===== src/rtl/seg_pkg.sv =====
// Shared glyph encodings and message-state type for the doorlock 7-segment panel.
package seg_pkg;

    // Segment order is {a,b,c,d,e,f,g}, active-high.
    localparam logic [6:0] GLY_O     = 7'b1111110;
    localparam logic [6:0] GLY_P     = 7'b1100111;
    localparam logic [6:0] GLY_E     = 7'b1001111;
    localparam logic [6:0] GLY_N     = 7'b0010101;
    localparam logic [6:0] GLY_R     = 7'b0000101;
    localparam logic [6:0] GLY_BLANK = 7'b0000000;

    typedef enum logic [1:0] {
        IDLE = 2'd0,
        OPEN = 2'd1,
        ERR  = 2'd2
    } msg_state_t;

    // Glyph ROM: message text is left-justified, digits past the text are blank.
    function automatic logic [6:0] glyph_for(msg_state_t st, int unsigned digit, logic blink_on);
        logic [6:0] g;
        g = GLY_BLANK;
        case (st)
            OPEN: begin
                case (digit)
                    0:       g = GLY_O;
                    1:       g = GLY_P;
                    2:       g = GLY_E;
                    3:       g = GLY_N;
                    default: g = GLY_BLANK;
                endcase
            end
            ERR: begin
                if (blink_on) begin
                    case (digit)
                        0:       g = GLY_E;
                        1:       g = GLY_R;
                        2:       g = GLY_R;
                        default: g = GLY_BLANK;
                    endcase
                end
            end
            default: g = GLY_BLANK;
        endcase
        return g;
    endfunction

endpackage


===== src/rtl/seg_scan_timer.sv =====
// Digit-scan timebase: free-running prescaler producing scan_tick and the active digit index.
module seg_scan_timer #(
    parameter int unsigned SCAN_DIV   = 1000,
    parameter int unsigned NUM_DIGITS = 4,
    parameter int unsigned IDX_W      = 2
) (
    input  logic             clk_i,
    input  logic             rst_i,
    output logic             scan_tick_o,
    output logic [IDX_W-1:0] idx_o
);

    localparam int unsigned      PW        = $clog2(SCAN_DIV);
    localparam logic [PW-1:0]    PRESC_MAX = PW'(SCAN_DIV - 1);
    localparam logic [IDX_W-1:0] IDX_MAX   = IDX_W'(NUM_DIGITS - 1);

    logic [PW-1:0]    presc_q, presc_d;
    logic [IDX_W-1:0] idx_q, idx_d;
    logic             tick;

    assign tick        = (presc_q == PRESC_MAX);
    assign scan_tick_o = tick;
    assign idx_o       = idx_q;

    // Next prescaler count and digit index; the index moves only on a wrap.
    always_comb begin
        presc_d = tick ? '0 : presc_q + 1'b1;
        idx_d   = idx_q;
        if (tick) begin
            idx_d = (idx_q == IDX_MAX) ? '0 : idx_q + 1'b1;
        end
    end

    // Timebase registers, running in every display state.
    always_ff @(posedge clk_i) begin
        if (rst_i) begin
            presc_q <= '0;
            idx_q   <= '0;
        end else begin
            presc_q <= presc_d;
            idx_q   <= idx_d;
        end
    end

endmodule


===== src/rtl/seg_msg_scan.sv =====
// Doorlock front-panel message engine: OPEn (steady) / Err (blinking) with hold timeout.
module seg_msg_scan
    import seg_pkg::*;
#(
    parameter int unsigned NUM_DIGITS  = 4,
    parameter int unsigned SCAN_DIV    = 1000,
    parameter int unsigned HOLD_SCANS  = 4000,
    parameter int unsigned BLINK_SCANS = 500,
    parameter bit          COM_ACT_LOW = 1'b0
) (
    input  logic                  clk,
    input  logic                  rst,
    input  logic                  show_open,
    input  logic                  show_err,
    input  logic                  cancel,
    output logic [6:0]            seg,
    output logic [NUM_DIGITS-1:0] com,
    output logic                  busy
);

    localparam int unsigned IDX_W = (NUM_DIGITS  > 1) ? $clog2(NUM_DIGITS)  : 1;
    localparam int unsigned HW    = (HOLD_SCANS  > 1) ? $clog2(HOLD_SCANS)  : 1;
    localparam int unsigned BW    = (BLINK_SCANS > 1) ? $clog2(BLINK_SCANS) : 1;

    localparam logic [HW-1:0]         HOLD_MAX  = HW'(HOLD_SCANS - 1);
    localparam logic [BW-1:0]         BLINK_MAX = BW'(BLINK_SCANS - 1);
    localparam logic [NUM_DIGITS-1:0] COM_IDLE  = {NUM_DIGITS{COM_ACT_LOW}};

    logic             scan_tick;
    logic [IDX_W-1:0] idx_q;

    msg_state_t state_q, state_d;
    logic [HW-1:0]  hold_q, hold_d;
    logic [BW-1:0]  blink_q, blink_d;
    logic           blink_on_q, blink_on_d;

    logic [6:0]            seg_q, seg_d;
    logic [NUM_DIGITS-1:0] com_q, com_d;
    logic                  busy_q, busy_d;

    seg_scan_timer #(
        .SCAN_DIV   (SCAN_DIV),
        .NUM_DIGITS (NUM_DIGITS),
        .IDX_W      (IDX_W)
    ) u_timer (
        .clk_i       (clk),
        .rst_i       (rst),
        .scan_tick_o (scan_tick),
        .idx_o       (idx_q)
    );

    // Message FSM: cancel > show_err > show_open > hold expiry; pulses retrigger the hold.
    always_comb begin
        state_d    = state_q;
        hold_d     = hold_q;
        blink_d    = blink_q;
        blink_on_d = blink_on_q;
        if (cancel) begin
            state_d = IDLE;
        end else if (show_err) begin
            state_d    = ERR;
            hold_d     = '0;
            blink_d    = '0;
            blink_on_d = 1'b1;
        end else if (show_open) begin
            state_d = OPEN;
            hold_d  = '0;
        end else if (scan_tick && (state_q != IDLE)) begin
            if (hold_q == HOLD_MAX) begin
                state_d = IDLE;
                hold_d  = '0;
            end else begin
                hold_d = hold_q + 1'b1;
            end
            if (state_q == ERR) begin
                if (blink_q == BLINK_MAX) begin
                    blink_d    = '0;
                    blink_on_d = ~blink_on_q;
                end else begin
                    blink_d = blink_q + 1'b1;
                end
            end
        end
    end

    // FSM state and hold/blink counters.
    always_ff @(posedge clk) begin
        if (rst) begin
            state_q    <= IDLE;
            hold_q     <= '0;
            blink_q    <= '0;
            blink_on_q <= 1'b0;
        end else begin
            state_q    <= state_d;
            hold_q     <= hold_d;
            blink_q    <= blink_d;
            blink_on_q <= blink_on_d;
        end
    end

    // Pin values: glyph for the current digit (blanked on the tick cycle), one-hot common, busy.
    always_comb begin
        seg_d = scan_tick ? GLY_BLANK : glyph_for(state_q, 32'(idx_q), blink_on_q);
        com_d = COM_IDLE;
        for (int unsigned d = 0; d < NUM_DIGITS; d++) begin
            if (32'(idx_q) == d) begin
                com_d[d] = ~COM_ACT_LOW;
            end
        end
        busy_d = (state_q != IDLE);
    end

    // Output registers driving the board pins.
    always_ff @(posedge clk) begin
        if (rst) begin
            seg_q  <= GLY_BLANK;
            com_q  <= COM_IDLE;
            busy_q <= 1'b0;
        end else begin
            seg_q  <= seg_d;
            com_q  <= com_d;
            busy_q <= busy_d;
        end
    end

    assign seg  = seg_q;
    assign com  = com_q;
    assign busy = busy_q;

endmodule


===== config.mk =====
export PLATFORM = sky130hd
export DESIGN_NAME = seg_msg_scan
export DESIGN_NICKNAME = d
export VERILOG_FILES = /design/src/rtl/seg_pkg.sv /design/src/rtl/seg_scan_timer.sv /design/src/rtl/seg_msg_scan.sv
export SDC_FILE = /design/constraint.sdc
export NUM_CORES = 1
export LEC_CHECK = 0
export ABC_AREA = 0
export BUFFER_PORTS_ARGS = -buffer_cell sky130_fd_sc_hd__clkbuf_2
export CORE_MARGIN = 2
export CORE_UTILIZATION = 59
export DETAILED_ROUTE_END_ITERATION = 12
export PLACE_DENSITY_LB_ADDON = 0.12
export SLEW_MARGIN = 0
export SYNTH_ARGS = -nofsm -noshare
export SYNTH_HDL_FRONTEND = slang
export SYNTH_SLANG_ARGS = --single-unit

===== constraint.sdc =====
create_clock -name clk -period 2.5 [get_ports clk]
set_input_delay 0.5 -clock clk [delete_from_list [all_inputs] [get_ports clk]]
set_output_delay 0.5 -clock clk [all_outputs]
set_load 0.01 [all_outputs]

## Word-level counts from Yosys, hierarchy flattened

Cells that the tools add are included.
W data, S select, Z words.

| word-level totals | value |
|---|---|
| bits of input ports | 5 |
| output and inout port bits | 12 |
| word-level logic and storage cells | 71 |
| bits in registers | 48 |

| operators by class | value |
|---|---|
| bitwise gates (word level) | 2 |
| reductions and logical operators | 19 |
| mux-type cells | 27 |
| equality and inequality tests | 9 |
| add/sub/neg operators | 4 |

Operator list:

| cell | number |
|---|---|
| $mux W12 | 4 |
| $mux W9 | 5 |
| $pmux W7 S2 | 2 |
| $pmux W7 S4 | 1 |
| $add A12 B1 Y12 const B | 1 |
| $eq A12 B12 Y1 const B | 1 |
| $reduce_bool A2 Y1 | 6 |
| $add A10 B1 Y10 const B | 1 |
| $eq A10 B10 Y1 const B | 1 |
| $mux W2 | 5 |
| $add A9 B1 Y9 const B | 1 |
| $eq A9 B9 Y1 const B | 1 |
| $mux W1 | 9 |
| $mux W7 | 1 |
| $eq A2 B2 Y1 const B | 3 |
| $reduce_and A2 Y1 | 3 |
| $reduce_bool A3 Y1 | 2 |
| $reduce_or A2 Y1 | 3 |
| $reduce_and A5 Y1 | 1 |
| $eq A2 B1 Y1 const B | 2 |
| $reduce_and A4 Y1 | 1 |
| $reduce_or A3 Y1 | 1 |
| $add A2 B1 Y2 const B | 1 |
| $logic_not A2 Y1 | 1 |
| 3 further kinds | 4 |

## Logic depth before layout (Yosys ltp)

Gate-level depths: netlist of run 1.

| depth | value |
|---|---|
| depth after elaboration | 6 |
| mapped depth | 8 |
| depth with buffers taken out | 7 |

## Cells and area by module

From an unflattened synthesis of run 1, not the netlist that was laid out.

| unflattened totals | value |
|---|---|
| cell total of the unflattened synthesis | 244 |
| area total of the unflattened synthesis | 2272.2 um^2 |

Modules (own cells, without submodules):

| module | cells each | instances | area each (um^2) | sequential area each (um^2) |
|---|---|---|---|---|
| seg_msg_scan | 181 | 1 | 1695.4 | 700.7 |
| seg_scan_timer | 63 | 1 | 576.8 | 240.2 |

## Worst setup path after synthesis of run 1

Ideal clock, no wire load.

| path | value |
|---|---|
| path kind | register to register |
| from | register u_timer.presc_q[0] |
| to | register hold_q[10] |
| cell stages (with the launch flop) | 9 |
| clock period less this slack | 2.287 ns |
| path slack | 0.213 ns |
| data arrival time | 2.162 ns |
| data required time | 2.375 ns |
| library setup time | 0.125 ns |
| buffers on the path | 2 |
| path through | dfxtp_1 ha_1 nand4b_1 or4_4 buf_6 or4_4 a22oi_4 buf_6 a21oi_1 |

| between the ends | value |
|---|---|
| cells in the longest elaborated chain, start to end | 4 |

Ends and longest elaborated chain:

| element | line | source |
|---|---|---|
| start: declaration | seg_scan_timer.sv:17 | `logic [PW-1:0] presc_q, presc_d;` |
| start signal: assignment | seg_scan_timer.sv:40 | `presc_q <= presc_d;` |
| $eq A10 B10 Y1 | seg_scan_timer.sv:21 | `assign tick = (presc_q == PRESC_MAX);` |
| $logic_and A1 B1 Y1 | seg_msg_scan.sv:68 | `end else if (scan_tick && (state_q != IDLE)) begin` |
| $reduce_bool A3 Y1 (no source line) | n/a |  |
| $reduce_and A2 Y1 (no source line) | n/a |  |
| end signal: assignment | seg_msg_scan.sv:95 | `hold_q <= hold_d;` |
| end: declaration | seg_msg_scan.sv:33 | `logic [HW-1:0] hold_q, hold_d;` |

No other way between the ends.
A chain may end at the register's enable or synchronous reset.

## Final worst setup path of run 1

| path | value |
|---|---|
| from | register u_timer.presc_q[0] |
| to | register hold_q[9] |

Same word-level chain as after synthesis.

==> impl_results.rst, run 1 <==
.. list-table::
   :header-rows: 1

   * - Metric
     - Value
   * - HPWL reported at the end of detailed placement
     - ~3300 µm
   * - CP Capture Type
     - flip-flop
   * - Via-to-Cell Ratio
     - 5.96
   * - Post-synthesis cell type count
     - 46
   * - Total detailed-routing wirelength
     - 4670 µm
   * - Sequential group share of total power
     - 54.1%
   * - Routability congestion estimate from global placement
     - 0.835
   * - Initial detailed-routing violation count
     - around 190
   * - Gate power share
     - 5.7%
   * - Width of the die
     - about 66 µm
   * - Power share of the clock group
     - 40.2%
   * - Total power divided by cell area
     - 558 nW/µm²
   * - Initial antenna violation count
     - 0
   * - Most frequently used flop master after synthesis
     - sky130_fd_sc_hd__dfxtp_1
   * - Warnings, synthesis
     - 0
   * - Largest net degree at the start of global routing
     - 17
   * - Chain of cells forming the critical path
     - ha_1 > nand4b_1 > or4_4 > or4_4 > a22oi_2 > nor2_1
   * - Final TNS setup
     - 0 ps
   * - Number of synthesized flops with an enable pin
     - 0
   * - Maximum single-stage delay on the critical path
     - 530 ps
   * - Most used cell, CP
     - sky130_fd_sc_hd__or4_4
   * - Remaining global-route overflow
     - 0
   * - Effective utilization at floorplan
     - 62.1%
   * - Part of the Yosys area used for sequential elements
     - approximately two fifths
   * - Area of the die
     - 4400 µm²
   * - Global-route wire length before repair
     - roughly 7700 µm
   * - Final Instance Area
     - 2540 µm²
   * - Dpl cell area
     - 2410 µm²
   * - Count of clock tree sinks
     - 47
   * - CP max stage cell
     - sky130_fd_sc_hd__or4_4
   * - Hold buffers post-CTS
     - 0
   * - Static Leakage
     - 0.931 nW
   * - Switching part of the total power
     - roughly a quarter
   * - Final Net Count
     - slightly below 300
   * - Final hold violation count
     - 0
   * - Filler cell count in the final layout
     - a little over 300
   * - Resized Gates After CTS
     - 0
   * - Number of buffer cells added on primary ports
     - 16
   * - Tightest Pin Transition
     - 555 ps
   * - Max Fanout on Critical Path
     - 9
   * - Synth Instances
     - 258
   * - Average routed wire per standard cell
     - 14.3 µm
   * - Number of search-and-repair iterations in the first detailed-routing pass
     - 4
   * - Final count of pins violating max slew
     - 0
   * - Final setup skew
     - between 10 and 15 ps
   * - Status
     - finished, final reports clean
   * - CTS Root Buffer Type
     - sky130_fd_sc_hd__clkbuf_8
   * - Number of buffers inserted by post-CTS setup repair
     - 0
   * - Synthesized cell area
     - 2290 µm²
   * - Largest delay share family, worst path
     - simple AND/OR/NAND/NOR gates
   * - Average footprint of a synthesized cell
     - 8.88 µm²
   * - Asr flop ratio synth
     - 0%
   * - Clock H-tree levels
     - 2
   * - Via count of the first global-routing pass
     - 1,728
   * - Total number of placement rows
     - 22
   * - Fraction of layout instances using a drive strength above 1
     - 14.0%
   * - I/O pin total
     - 17
   * - Worst Path Arrival
     - 2520 ps
   * - Global-route usage over all layers
     - ~23%
   * - Util after Layout
     - 68.9%
   * - Number of nets with antenna violations after detailed routing
     - 0
   * - Headroom to the max-slew limit
     - a little over three fifths
   * - Vias
     - just under 2,000
   * - Data required time at the worst endpoint
     - between 2000 and 3000 ps
   * - Number of CTS-inserted buffers
     - 5
   * - Highest achievable clock rate
     - 0.429 GHz
   * - Clock edge transition at the registers on the reported setup and hold paths
     - 90 ps
   * - Number of diodes
     - 0
   * - Power spent charging and discharging nets
     - 0.331 mW
   * - Post-route DRC
     - 0
   * - Critical path start-end classification
     - flip-flop to flip-flop
   * - Register bit total from synthesis
     - 47
   * - Area growth, synth to finish
     - 10.9%
   * - Setup repair after global routing missed its margin
     - false
   * - Maximum resistive drop on vdd
     - 378 µV
   * - Bufs on Longest Clock Path
     - 2
   * - Count of buffer and inverter cells on the critical path
     - 0
   * - Clock insertion delay at the later pin of the skew report
     - a little over 300 ps
   * - Fin crit share
     - 93.3%
   * - Power Total
     - 1.42 mW
   * - Final setup viols
     - 0
   * - Clock tree from TritonCTS
     - done
   * - Synth Net Count
     - 275
   * - Category of the worst setup path launch point
     - flip-flop
   * - Area inside the core boundary
     - roughly 3700 µm²
   * - Shortest clock period the worst path allows after layout
     - 2330 ps
   * - Vertical die dimension
     - 66.3 µm
   * - Count of max-cap constraint violations
     - 0
   * - Classification of the worst-slack hold path
     - flip-flop to flip-flop
   * - Int Pwr
     - approximately 1.1 mW
-- worst reg2reg max path, cell delays in order (launching register included) --
cell and delay, ps:
sky130_fd_sc_hd__dfxtp_1 430, sky130_fd_sc_hd__ha_1 200, sky130_fd_sc_hd__nand4b_1 190, sky130_fd_sc_hd__or4_4 540
sky130_fd_sc_hd__or4_4 490, sky130_fd_sc_hd__a22oi_2 280, sky130_fd_sc_hd__nor2_1 90
-- state kept, by name, indices dropped and copies added, names as in the netlist --
signal	count
u_timer.presc_q	10
hold_q	12
seg	6
u_timer.idx_o	2
com	4
busy	1
blink_on_q	1
state_q	2
blink_q	9
-- kinds of logic (layout without fill, tap and decap cells) --
group,count (synthesis),in the layout,synth area share (%)
adder cells (fa/ha/maj),12,12,6.55
buffers and inverters,21,40,4.26
AND/OR/NAND/NOR,110,110,25.3
AO/OA/AOI/OAI,49,50,15.4
XOR/XNOR,16,16,6.11
multiplexers,3,3,1.36
flip-flops,47,47,41.0
-- cells in the mapped netlist (2+ instances only) --
cell type | instances | area share (%)
sky130_fd_sc_hd__o211ai_1 | 10 | 3.3
sky130_fd_sc_hd__nand4_1 | 9 | 2.5
sky130_fd_sc_hd__nor2b_1 | 6 | 1.6
sky130_fd_sc_hd__nor2_1 | 37 | 6.1
sky130_fd_sc_hd__nand3_1 | 14 | 3.1
sky130_fd_sc_hd__o21ai_0 | 5 | 1.1
sky130_fd_sc_hd__or4_4 | 2 | 0.98
sky130_fd_sc_hd__nor3_1 | 5 | 1.1
sky130_fd_sc_hd__nor3b_1 | 2 | 0.65
sky130_fd_sc_hd__mux2i_1 | 2 | 0.87
sky130_fd_sc_hd__inv_1 | 11 | 1.8
sky130_fd_sc_hd__a2111oi_1 | 3 | 1.3
sky130_fd_sc_hd__a21oi_1 | 12 | 2.6
sky130_fd_sc_hd__xnor2_1 | 7 | 2.7
sky130_fd_sc_hd__or4b_2 | 2 | 0.87
sky130_fd_sc_hd__o31ai_1 | 5 | 1.6
sky130_fd_sc_hd__and3_1 | 6 | 1.6
sky130_fd_sc_hd__clkbuf_1 | 6 | 0.98
sky130_fd_sc_hd__ha_1 | 12 | 6.6
sky130_fd_sc_hd__a31oi_1 | 6 | 1.6
sky130_fd_sc_hd__dfxtp_1 | 47 | 41
sky130_fd_sc_hd__xor2_1 | 9 | 3.4
sky130_fd_sc_hd__or3_1 | 2 | 0.55
sky130_fd_sc_hd__buf_6 | 2 | 0.98
sky130_fd_sc_hd__nand2_1 | 13 | 2.1
sky130_fd_sc_hd__nor4_1 | 3 | 0.82
-- power groups by stage --
stage / Sequential [mW] / Combinational, mW / Clock [mW]
floorplan: 0.785 / 0.0532 / 0
global placement: 0.784 / 0.0766 / 0
detailed placement: 0.785 / 0.0769 / 0
CTS: 0.768 / 0.0778 / 0.584
global route: 0.769 / 0.0895 / 0.604
finish: 0.768 / 0.0805 / 0.570
-- layout make-up --
class,count,area [µm²],share of cell area (%)
inverter,11,41.3,1.62
clock buffer,5,68.8,2.71
clock inverter,3,46.3,1.82
tap,48,60.1,2.36
sequential,47,941,37.0
multi-input combinational,191,1270,49.8
timing repair buffer,21,118,4.63
-- cells in the final DEF (no fill, tap or decap), types with 2 or more instances in the layout --
cell type	synthesis	final
sky130_fd_sc_hd__or4_4	2	2
sky130_fd_sc_hd__nor4_1	3	3
sky130_fd_sc_hd__xnor2_1	7	7
sky130_fd_sc_hd__nand4_1	9	9
sky130_fd_sc_hd__a2111oi_1	3	3
sky130_fd_sc_hd__a31oi_1	6	6
sky130_fd_sc_hd__nor3_1	5	5
sky130_fd_sc_hd__nor2_1	37	37
sky130_fd_sc_hd__dfxtp_1	47	47
sky130_fd_sc_hd__o211ai_1	10	10
sky130_fd_sc_hd__nor2b_1	6	6
sky130_fd_sc_hd__or4b_2	2	2
sky130_fd_sc_hd__inv_1	11	11
sky130_fd_sc_hd__clkbuf_8	0	5
sky130_fd_sc_hd__a21oi_1	12	12
sky130_fd_sc_hd__and3_1	6	6
sky130_fd_sc_hd__o21ai_0	5	5
sky130_fd_sc_hd__or3_1	2	2
sky130_fd_sc_hd__nand3_1	14	14
sky130_fd_sc_hd__o31ai_1	5	5
sky130_fd_sc_hd__buf_4	1	5
sky130_fd_sc_hd__mux2i_1	2	2
sky130_fd_sc_hd__xor2_1	9	9
sky130_fd_sc_hd__clkbuf_2	0	16
sky130_fd_sc_hd__nand2_1	13	13
sky130_fd_sc_hd__ha_1	12	12
sky130_fd_sc_hd__nor3b_1	2	2
-- per-layer routing --
layer | up-vias | GRT usage, % | wire (µm)
met5 | - | 0 | 0
met4 | 0 | 9.95 | 101
met3 | 11 | 5.62 | 267
met2 | 57 | 38.1 | 2150
met1 | 902 | 27.7 | 2150
li1 | 974 | - | -
-- path summary, 6_finish.rpt --
| check | startpoint | endpoint | slack (ps) | cells after the start |
|---|---|---|---|---|
| setup / recovery | u_timer.presc_q[0] | hold_q[9] | 170 | 6 |
| hold / removal | hold_q[10] | hold_q[10] | 490 | 2 |
| setup reg to reg | u_timer.presc_q[0] | hold_q[9] | 170 | 6 |
| hold reg to reg | hold_q[10] | hold_q[10] | 490 | 2 |
-- through the flow --
step / instances / setup WS [ps] / hold WS [ps]
floorplan: 258 / 213 / 433
global placement: 317 / 206 / 461
detailed placement: 317 / 147 / 481
CTS: 325 / 121 / 495
global route: 326 / 12.1 / 520
finish: 326 / 167 / 490
(Power assumes the default switching activity.)
==> run 2, diff against run 1 <==
--- a/config.mk
+++ b/config.mk
@@ -11,5 +11,7 @@
 export CORE_UTILIZATION = 59
 export DETAILED_ROUTE_END_ITERATION = 12
+export HOLD_SLACK_MARGIN = 0.15
 export PLACE_DENSITY_LB_ADDON = 0.12
+export REMOVE_ABC_BUFFERS = 1
 export SLEW_MARGIN = 0
 export SYNTH_ARGS = -nofsm -noshare
==> constraint.sdc (replaced) <==
create_clock -name clk -period 2.5 [get_ports clk]
set_input_delay 0.25 -clock clk [delete_from_list [all_inputs] [get_ports clk]]
set_output_delay 0.25 -clock clk [all_outputs]
set_load 0.01 [all_outputs]
==> impl_results.rst, run 2 (synthesis results as in run 1) <==
.. list-table::
   :header-rows: 1

   * - Metric
     - Value
   * - Total power divided by cell area
     - 588 nW/µm²
   * - Switching part of the total power
     - 21.1%
   * - Width of the die
     - ~66 µm
   * - Effective utilization at floorplan
     - between 60% and 70%
   * - I/O pin total
     - 17
   * - Final TNS setup
     - 0 ps
   * - Final setup viols
     - 0
   * - Initial antenna violation count
     - 0
   * - Largest registers ranked by flip-flop count
     - hold_q: 12 flops, u_timer.presc_q: 10 flops, blink_q: 9 flops
   * - CTS Root Buffer Type
     - sky130_fd_sc_hd__clkbuf_8
   * - Maximum resistive drop on vdd
     - around 800 µV
   * - Final hold violation count
     - 0
   * - Final setup skew
     - 16.6 ps
   * - Final Instance Area
     - 2550 µm²
   * - Number of buffers inserted by post-CTS setup repair
     - 0
   * - Shortest clock period the worst path allows after layout
     - about 2400 ps
   * - Final count of pins violating max slew
     - 0
   * - Via-to-Cell Ratio
     - 6.06
   * - Placed insts
     - 316
   * - Post-route insts no fill
     - 325
   * - Largest net degree at the start of global routing
     - 18
   * - Headroom to the max-slew limit
     - about three fifths
   * - HPWL reported at the end of detailed placement
     - 3380 µm
   * - Category of the worst setup path launch point
     - flip-flop
   * - Dpl cell area
     - about 2400 µm²
   * - Int Pwr
     - 1.18 mW
   * - Bufs on Longest Clock Path
     - 2
   * - Count of clock tree sinks
     - 47
   * - Vertical die dimension
     - 66.3 µm
   * - Clock insertion delay at the later pin of the skew report
     - 300 ps
   * - Total number of placement rows
     - 22
   * - Power spent charging and discharging nets
     - 0.317 mW
   * - Status
     - finished, final reports clean
   * - Biggest register
     - hold_q
   * - Count of max-cap constraint violations
     - 0
   * - Tightest Pin Transition
     - 586 ps
   * - Area of the die
     - 4400 µm²
   * - Worst Path Arrival
     - between 2000 and 3000 ps
   * - Final Net Count
     - 293
   * - Max Fanout on Critical Path
     - 5
   * - Initial detailed-routing violation count
     - 181
   * - Routability congestion estimate from global placement
     - 0.809
   * - Average routed wire per standard cell
     - 15.4 µm
   * - Vias
     - 1,969
   * - Hold buffers post-CTS
     - 0
   * - Clock H-tree levels
     - 2
   * - Fin crit share
     - 94.3%
   * - Most common library cell in the layout ignoring fill and taps
     - sky130_fd_sc_hd__dfxtp_1
   * - Number of diodes
     - 0
   * - Global-route usage over all layers
     - 24.6%
   * - Classification of the worst-slack hold path
     - input pin to flip-flop
   * - Setup repair after global routing missed its margin
     - false
   * - Gate power share
     - 5.2%
   * - Power share of the clock group
     - 43.5%
   * - Number of CTS-inserted buffers
     - 5
   * - Remaining global-route overflow
     - 0
   * - Number of buffer cells added on primary ports
     - 16
   * - Post-route DRC
     - 0
   * - Fraction of layout instances using a drive strength above 1
     - 13.4%
   * - Number of search-and-repair iterations in the first detailed-routing pass
     - 4
   * - Leading cell types in the layout, fill and taps excluded
     - sky130_fd_sc_hd__dfxtp_1 (47), sky130_fd_sc_hd__nor2_1 (37), sky130_fd_sc_hd__clkbuf_2 (16)
   * - Global-route wire length before repair
     - 8280 µm
   * - Resized Gates After CTS
     - 0
   * - Clock tree from TritonCTS
     - done
   * - Area inside the core boundary
     - between 3000 and 4000 µm²
   * - Total detailed-routing wirelength
     - 4990 µm
   * - Via count of the first global-routing pass
     - approximately 1,800
   * - Sequential group share of total power
     - roughly half
   * - Static Leakage
     - 0.936 nW
   * - Clock edge transition at the registers on the reported setup and hold paths
     - 80 ps
   * - Largest register FFs
     - 12
   * - Data required time at the worst endpoint
     - 2670 ps
   * - CP Capture Type
     - flip-flop
   * - Number of nets with antenna violations after detailed routing
     - 0
   * - Highest achievable clock rate
     - 0.424 GHz
   * - Area growth, synth to finish
     - 11.3%
   * - Critical path start-end classification
     - flip-flop to flip-flop
run 2: cell count changes in the layout (fill, tap and decap cells not counted), sizes merged:
cell and delta:
buf -1, bufinv +1, clkbuf +1, clkinvlp -1, inv -1
run 2: routing by layer:
layer	GRT usage, %	vias up	routed length, µm
met1	32.0	931	2280
li1	-	967	-
met5	0	-	0
met4	10.7	0	74
met2	38.6	62	2380
met3	5.79	9	254
run 2: critical path: stages, from the launching register on:
cell                      delay [ps]
sky130_fd_sc_hd__dfxtp_1         420
sky130_fd_sc_hd__ha_1            240
sky130_fd_sc_hd__inv_1            70
sky130_fd_sc_hd__or4b_2          600
sky130_fd_sc_hd__or4_4           550
sky130_fd_sc_hd__a22oi_2         270
sky130_fd_sc_hd__nor2_1          100
run 2: worst paths after layout:
kind | slack (ps) | depth (start not counted) | start | endpoint
max reg2reg | 140 | 6 | hold_q[0] | hold_q[6]
max | 140 | 6 | hold_q[0] | hold_q[6]
min | 270 | 3 | show_open | state_q[0]
min reg2reg | 480 | 1 | blink_q[8] | blink_q[8]
run 2: power by group through the flow:
stage / logic (mW) / registers (mW) / clock network (mW)
finish: 0.0783 / 0.770 / 0.652
global route: 0.0873 / 0.772 / 0.692
CTS: 0.0751 / 0.769 / 0.659
detailed placement: 0.0746 / 0.786 / 0
global placement: 0.0721 / 0.786 / 0
floorplan: 0.0436 / 0.785 / 0
run 2: area by class of cell:
type,count,area [µm²]
Clock buffer,6,72.6
Clock inverter,2,60.1
Fill cell,296,1140
Inverter,11,41.3
Multi-Input combinational cell,191,1270
Sequential cell,47,941
Tap cell,48,60.1
Timing Repair Buffer,20,110
run 2: through the flow:
step / setup WS, ps / hold slack, ps / total power, mW / utilization (%)
after floorplan: 252 / 317 / 0.829 / -
after global placement: 192 / 462 / 0.858 / 65.2
after detailed placement: 122 / 468 / 0.861 / 65.2
after CTS: 102 / 268 / 1.50 / 68.8
after global routing: 38.3 / 291 / 1.55 / 69.2
final: 143 / 270 / 1.50 / 69.2
